**src/rtl/display_scan_controller.sv**
```systemverilog
// Scan sequencer for the three-digit 7-segment display: steps the segment
// multiplexer select through digits 0..2 and precedes each lit phase with an all-off guard.
module display_scan_controller #(
  parameter int ON_CYCLES    = 50000,
  parameter int GUARD_CYCLES = 500,
  parameter int CNT_WIDTH    = 16
) (
  input  logic       CLK,
  input  logic       RST,
  input  logic       EN,
  input  logic [2:0] MASK,
  output logic       SEL0,
  output logic       SEL1,
  output logic       DIG0,
  output logic       DIG1,
  output logic       DIG2,
  output logic       TICK
);

  typedef enum logic [2:0] {
    IDLE = 3'd0,
    G0   = 3'd1,
    D0   = 3'd2,
    G1   = 3'd3,
    D1   = 3'd4,
    G2   = 3'd5,
    D2   = 3'd6
  } state_t;

  // Select codes are fixed by the multiplexer wiring as {SEL1,SEL0}; 11 blanks it.
  localparam logic [1:0] SEL_DIG0  = 2'b00;
  localparam logic [1:0] SEL_DIG1  = 2'b10;
  localparam logic [1:0] SEL_DIG2  = 2'b01;
  localparam logic [1:0] SEL_BLANK = 2'b11;

  localparam logic [CNT_WIDTH-1:0] ON_LAST    = CNT_WIDTH'(ON_CYCLES - 1);
  localparam logic [CNT_WIDTH-1:0] GUARD_LAST = CNT_WIDTH'(GUARD_CYCLES - 1);

  state_t               state;
  state_t               next_state;
  logic [CNT_WIDTH-1:0] cnt;
  logic [CNT_WIDTH-1:0] next_cnt;

  logic [1:0] sel_q;
  logic [2:0] dig_q;
  logic       tick_q;
  logic [1:0] sel_d;
  logic [2:0] dig_d;
  logic       tick_d;

  always_ff @(posedge CLK) begin
    if (RST) begin
      state  <= IDLE;
      cnt    <= '0;
      sel_q  <= SEL_BLANK;
      dig_q  <= 3'b111;
      tick_q <= 1'b0;
    end else begin
      state  <= next_state;
      cnt    <= next_cnt;
      sel_q  <= sel_d;
      dig_q  <= dig_d;
      tick_q <= tick_d;
    end
  end

  // The counter restarts on every state entry, so each phase compares against its own length.
  always_comb begin
    next_state = state;
    next_cnt   = cnt + CNT_WIDTH'(1);
    if (!EN) begin
      next_state = IDLE;
      next_cnt   = '0;
    end else begin
      case (state)
        IDLE: begin
          next_state = G0;
          next_cnt   = '0;
        end
        G0: if (cnt == GUARD_LAST) begin
          next_state = D0;
          next_cnt   = '0;
        end
        D0: if (cnt == ON_LAST) begin
          next_state = G1;
          next_cnt   = '0;
        end
        G1: if (cnt == GUARD_LAST) begin
          next_state = D1;
          next_cnt   = '0;
        end
        D1: if (cnt == ON_LAST) begin
          next_state = G2;
          next_cnt   = '0;
        end
        G2: if (cnt == GUARD_LAST) begin
          next_state = D2;
          next_cnt   = '0;
        end
        D2: if (cnt == ON_LAST) begin
          next_state = G0;
          next_cnt   = '0;
        end
        default: begin
          next_state = IDLE;
          next_cnt   = '0;
        end
      endcase
    end
  end

  // Outputs are decoded from the state being entered so the registers line up with it.
  always_comb begin
    sel_d  = SEL_BLANK;
    dig_d  = 3'b111;
    tick_d = 1'b0;
    case (next_state)
      G0: sel_d = SEL_DIG0;
      D0: begin
        sel_d    = SEL_DIG0;
        dig_d[0] = MASK[0];
      end
      G1: sel_d = SEL_DIG1;
      D1: begin
        sel_d    = SEL_DIG1;
        dig_d[1] = MASK[1];
      end
      G2: sel_d = SEL_DIG2;
      D2: begin
        sel_d    = SEL_DIG2;
        dig_d[2] = MASK[2];
        tick_d   = (next_cnt == ON_LAST);
      end
      default: begin
        sel_d  = SEL_BLANK;
        dig_d  = 3'b111;
        tick_d = 1'b0;
      end
    endcase
  end

  assign SEL1 = sel_q[1];
  assign SEL0 = sel_q[0];
  assign DIG0 = dig_q[0];
  assign DIG1 = dig_q[1];
  assign DIG2 = dig_q[2];
  assign TICK = tick_q;

endmodule

```
**config.mk**
```make
export PLATFORM = sky130hd
export DESIGN_NAME = display_scan_controller
export DESIGN_NICKNAME = d
export VERILOG_FILES = /design/src/rtl/display_scan_controller.sv
export SDC_FILE = /design/constraint.sdc
export NUM_CORES = 1
export LEC_CHECK = 0
export CORE_MARGIN = 2
export CORE_UTILIZATION = 60
export CTS_CLUSTER_DIAMETER = 80
export DETAILED_ROUTE_END_ITERATION = 10
export PLACE_DENSITY = 0.83
export SLEW_MARGIN = 25
export SYNTH_ARGS = -nofsm -noshare
export SYNTH_HDL_FRONTEND = slang
export SYNTH_SLANG_ARGS = --single-unit
```
**constraint.sdc**
```tcl
create_clock -name CLK -period 3.2 [get_ports CLK]
set_input_delay 0.64 -clock CLK [delete_from_list [all_inputs] [get_ports CLK]]
set_output_delay 0.64 -clock CLK [all_outputs]
set_load 0.02 [all_outputs]
```
After elaboration in Yosys (flattened, before gate mapping)

Cells that the tools add are included.

Memories: 0
Input bits: 6
Logic and storage cells: 48
RAM bits: 0
ROM bits: 0
Flip-flop bits (word level): 25
Output and inout port bits: 6
Bits in latches: 0

Shift operators: 0
Reductions and logical operators: 9
Bitwise operators: 3
$add $sub $neg: 1
Equal/unequal tests: 15
Muxes and demuxes: 13
Order comparisons: 0
$mul: 0
Div/mod/pow operators: 0

Operators with widths:

| operator              | number |
|---|---|
| $mux 16               | 3 |
| $eq 16x16->1 const B  | 2 |
| $pmux 16 s2           | 1 |
| $mux 3                | 7 |
| $pmux 3 s7            | 1 |
| $eq 3x3->1 const B    | 6 |
| $add 16x1->16 const B | 1 |
| $eq 16x9->1 const B   | 1 |
| $eq 3x2->1 const B    | 4 |
| $reduce_or 2->1       | 6 |
| $eq 3x1->1 const B    | 2 |
| $pmux 2 s3            | 1 |
| $reduce_or 3->1       | 2 |
| $logic_not 3->1       | 1 |
| $not 1->1             | 3 |

Longest topological paths before layout

Depth in word-level cells: 7
Gate-level depth with buffers: 7
Gate-level depth less buffers: 6

Worst setup path after synthesis

Ideal clock, no wire load.

Kind: register to register
From: register cnt[9]
To: register dig_q[0]
Period minus slack after synthesis: 2050 ps
Buffers on the path: 1
Setup time: 134 ps
Data arrival time: 1915 ps
Slack: 1150 ps
Cell stages (with the launch flop): 7
Required time: 3066 ps
Cells stage by stage: dfxtp_1 > buf_6 > or4_4 > nor4_4 > and3_1 > a21oi_1 > or4_1

Word-level cells in the longest chain between the ends: 7
Elaborated cells between the ends (all ways): 13
Those cells by class: eq/ne (3); mux (8); bitwise (1); reduce/logical (1)

Ends and longest elaborated chain:

| what                                        | line | source |
|---|---|---|
| start: declaration                          | 41   | `logic [CNT_WIDTH-1:0] cnt;` |
| start signal: assignment                    | 60   | `cnt <= next_cnt;` |
| $eq 16x16->1 or $eq 16x9->1 (tied branches) | n/a  |  |
| $mux 3 (tied with other cells)              | 100  | `D2: if (cnt == ON_LAST) begin` |
| $pmux 3 s7 (*)                              | 75   | `case (state)` |
| $mux 3 (*)                                  | 71   | `if (!EN) begin` |
| $eq 3x2->1 (*)                              | 117  | `case (next_state)` |
| $not 1->1 (no line) (*)                     | n/a  |  |
| $reduce_or 2->1 (no line) (*)               | n/a  |  |
| end signal: assignment                      | 62   | `dig_q <= dig_d;` |
| end: declaration                            | 45   | `logic [2:0] dig_q;` |

Mark *: on every way between the ends. The rest lies on a longest branch, timed or not.
A chain may end at the register's enable or synchronous reset.

Final worst setup path

From: register cnt[6]
To: register cnt[11]

Word-level cells in the longest chain between the ends: 4
Elaborated cells between the ends (all ways): 7
Those cells by class: add/sub (1); eq/ne (2); mux (4)

Ends and longest elaborated chain:

| what                                  | line | source |
|---|---|---|
| $add 16x1->16 (tied with other cells) | 70   | `next_cnt = cnt + CNT_WIDTH'(1);` |
| $mux 16, on equally long branches     | n/a  |  |
| $pmux 16 s2 (*)                       | 75   |  |
| $mux 16 (*)                           | 71   |  |

Marks and branches as above.

==> results.md <==
- Share of cells above drive strength 1: 6.10%
- Slowest CP cell: or4bb_1
- CP Max Fanout: 16
- Startpoint types: register
- CTS H-tree depth: 1
- Setup WS pre-CTS: 0.730 ns
- Netlist cell types: 42
- Synthesis Warnings: 0
- Io pins: 12
- Starting density of the core: 62.1%
- Seq pwr share: 65.1%
- CTS Buf Count: 3
- GRT Util Overall: 25.4%
- Fillers: 196
- Synth Area per Inst: 8.75 µm²
- RSZ-0062 raised after global routing: false
- Syn_nets: 161
- Peak supply drop: 278 µV
- Post-synth EDFFs: 0
- Maxcap violations: 0
- Achievable Freq: 428 MHz
- Drc violations: 0
- Initial antenna violation count: 0
- Worst Hold End: cnt[0]$_SDFF_PP0_
- Clk Latency, worst-skew pair: 0.33 ns
- Slew Viols, Final: 0
- Final Critical Period: 2.34 ns
- FP Rows: 17
- Critical Path Max Stage Delay: 0.59 ns
- Worst Hold Class: reg2reg
- Cell count after placement: 188
- Slew margin rel.: 66.0%
- Status: finished, final reports clean
- Vias post-DR: 1,197
- Setup Fix Bufs, Post-CTS: 0
- CTS tree: done
- Kind of critical path: reg2reg
- CTS Hold Bufs: 0
- Hold path startpoint: cnt[0]$_SDFF_PP0_
- Arrival @ worst endpoint: 2.54 ns
- Post-DP HPWL: 2180 µm
- Setup WS post-layout: 0.862 ns
- Die area: 2640 µm²
- Switch Pwr: 114 µW
- Clock Sinks: 25
- Leading register cell type out of synthesis: dfxtp_1
- Flop-to-flop setup slack: 0.86 ns
- Switch share: 23.3%
- Setup violators final: 0
- Average wire per standard cell: 15.4 µm
- Internal: 374 µW
- Most frequent cells in the layout: dfxtp_1, nor2_1, nand2_1
- DRT iter0 DRCs: 32
- Bufs on Longest Clock Path: 2
- Die H: 51.4 µm
- Cell Count, Final, Fillers Out: 192
- Async SR Flop Fraction: 0%
- Reg2Reg Depth: 5
- Reg clk slew, reported paths: 0.14 ns
- Via density per instance: 6.23
- Vias in the first global route: 1,145
- Core Area: 2170 µm²
- Antenna cells: 0
- Part of the Yosys area used for sequential elements: 37.1%
- Clock network fraction of total power: 29.9%
- Cell leakage power: 0.000434 µW
- Mapped cell area: 1350 µm²
- Die Width: 51.4 µm
- Final setup TNS: 0 ns
- Gr ovfl total: 0
- RR Endpoint: cnt[11]$_SDFF_PP0_
- Post-cts gate resize count: 0
- Critical path required time: 3.40 ns
- Final #Nets: 172
- Largest delay contributor family on the critical path: simple AND/OR/NAND/NOR gates
- First-pass GRT wire length: 4960 µm
- WL final: 2950 µm
- Final Wtd Congestion: 0.884
- Min-Delay Path Depth: 1
- Drt pass-1 iters: 4
- Crit end category: register
- Crit Reg-Reg Startpoint: cnt[6]$_SDFF_PP0_
- Final Hold Vio Count: 0
- #FFs+latches synth: 25
- WP buf/inv: 0
- Synth-to-Final Area Change: 10.4%
- Worst slew pin tran: 0.508 ns
- Power per cell area: 327 nW/µm²
- CP Cell Sequence: or4bb_1, nor4_4, a211oi_1, o221ai_4, nor2_1
- Mapped Cells: 154
- Tcrit/Tclk final: 73.1%
- Root Driver: clkbuf_4
- Detail Route Antenna Nets: 0
- Layout Skew: 0.00998 ns
- Hold Worst Slack: 0.525 ns
- Pin count of the biggest net entering global routing: 17
- Port Buf Inserts: 11
- Gate power share: 4.9%
- Most common cell after layout, fill and taps aside: dfxtp_1
## worst max-delay path by stage
stage	start	end	cells after the start	slack (ns)
final	cnt[6]$_SDFF_PP0_	cnt[11]$_SDFF_PP0_	5	0.86
after global routing	cnt[6]$_SDFF_PP0_	cnt[7]$_SDFF_PP0_	5	0.70
after CTS	cnt[6]$_SDFF_PP0_	cnt[11]$_SDFF_PP0_	5	0.87
after detailed placement	EN	TICK$_SDFF_PP0_	6	0.73
after global placement	EN	TICK$_SDFF_PP0_	6	0.81
after floorplan	cnt[9]$_SDFF_PP0_	dig_q[0]$_SDFF_PP1_	6	1.15
## final cells by class
| class | instances | area [µm²] | area share (%) |
|---|---|---|---|
| Sequential cell | 25 | 500 | 33.6 |
| Clock buffer | 3 | 22.5 | 1.51 |
| Multi-Input combinational cell | 119 | 793 | 53.3 |
| Inverter | 5 | 18.8 | 1.26 |
| Clock inverter | 1 | 7.51 | 0.505 |
| Tap cell | 28 | 35.0 | 2.35 |
| Timing Repair Buffer | 11 | 110 | 7.40 |
## power groups by stage
| stage | registers [µW] | clock network (µW) | logic, µW |
|---|---|---|---|
| after detailed placement | 324 | 0 | 23.6 |
| after floorplan | 323 | 0 | 12.5 |
| final | 317 | 146 | 23.9 |
| after global routing | 318 | 163 | 25.3 |
| after global placement | 324 | 0 | 23.2 |
| after CTS | 317 | 149 | 23.8 |
## flip-flops by register name (all words and copies together), names as in the netlist
| name | flops |
|---|---|
| state | 3 |
| sel_q | 2 |
| cnt | 16 |
| dig_q | 3 |
| TICK | 1 |
## cells in the mapped netlist (all sizes together) (4+ instances only)
library cell	n	area share [%]
xnor2	6	3.9
nor2b	4	1.9
nor3	4	1.5
nand2	12	3.3
a21oi	6	2.2
inv	5	1.4
nor2	19	5.5
dfxtp	25	37
nand3	7	2.6
nand4	8	3.7
xor2	10	6.5
## metrics by stage
stage	utilization [%]	instance area, µm²	total power (µW)
2_1_floorplan	-	1350	336
3_3_place_gp	67.2	1460	347
3_5_place_dp	67.2	1460	348
4_1_cts	68.6	1490	490
5_1_grt	68.6	1490	507
6_report	68.6	1490	487
## routing by layer
layer	GRT usage (%)	part of all wire (%)
met4	14.5	2.2
met5	0	0
met2	45.1	52
met1	28.6	42
met3	3.80	3.3
## kinds of logic (layout without fill, tap and decap cells)
logic type	count (synthesis)	after routing	share of synthesized area, %
AND/OR/NAND/NOR	77	77	33.4
buffers and inverters	10	20	3.99
AO/OA/AOI/OAI	25	25	14.1
adder cells (fa/ha/maj)	1	1	0.928
flip-flops	25	25	37.1
XOR/XNOR	16	16	10.4
(Power assumes the default switching activity.)
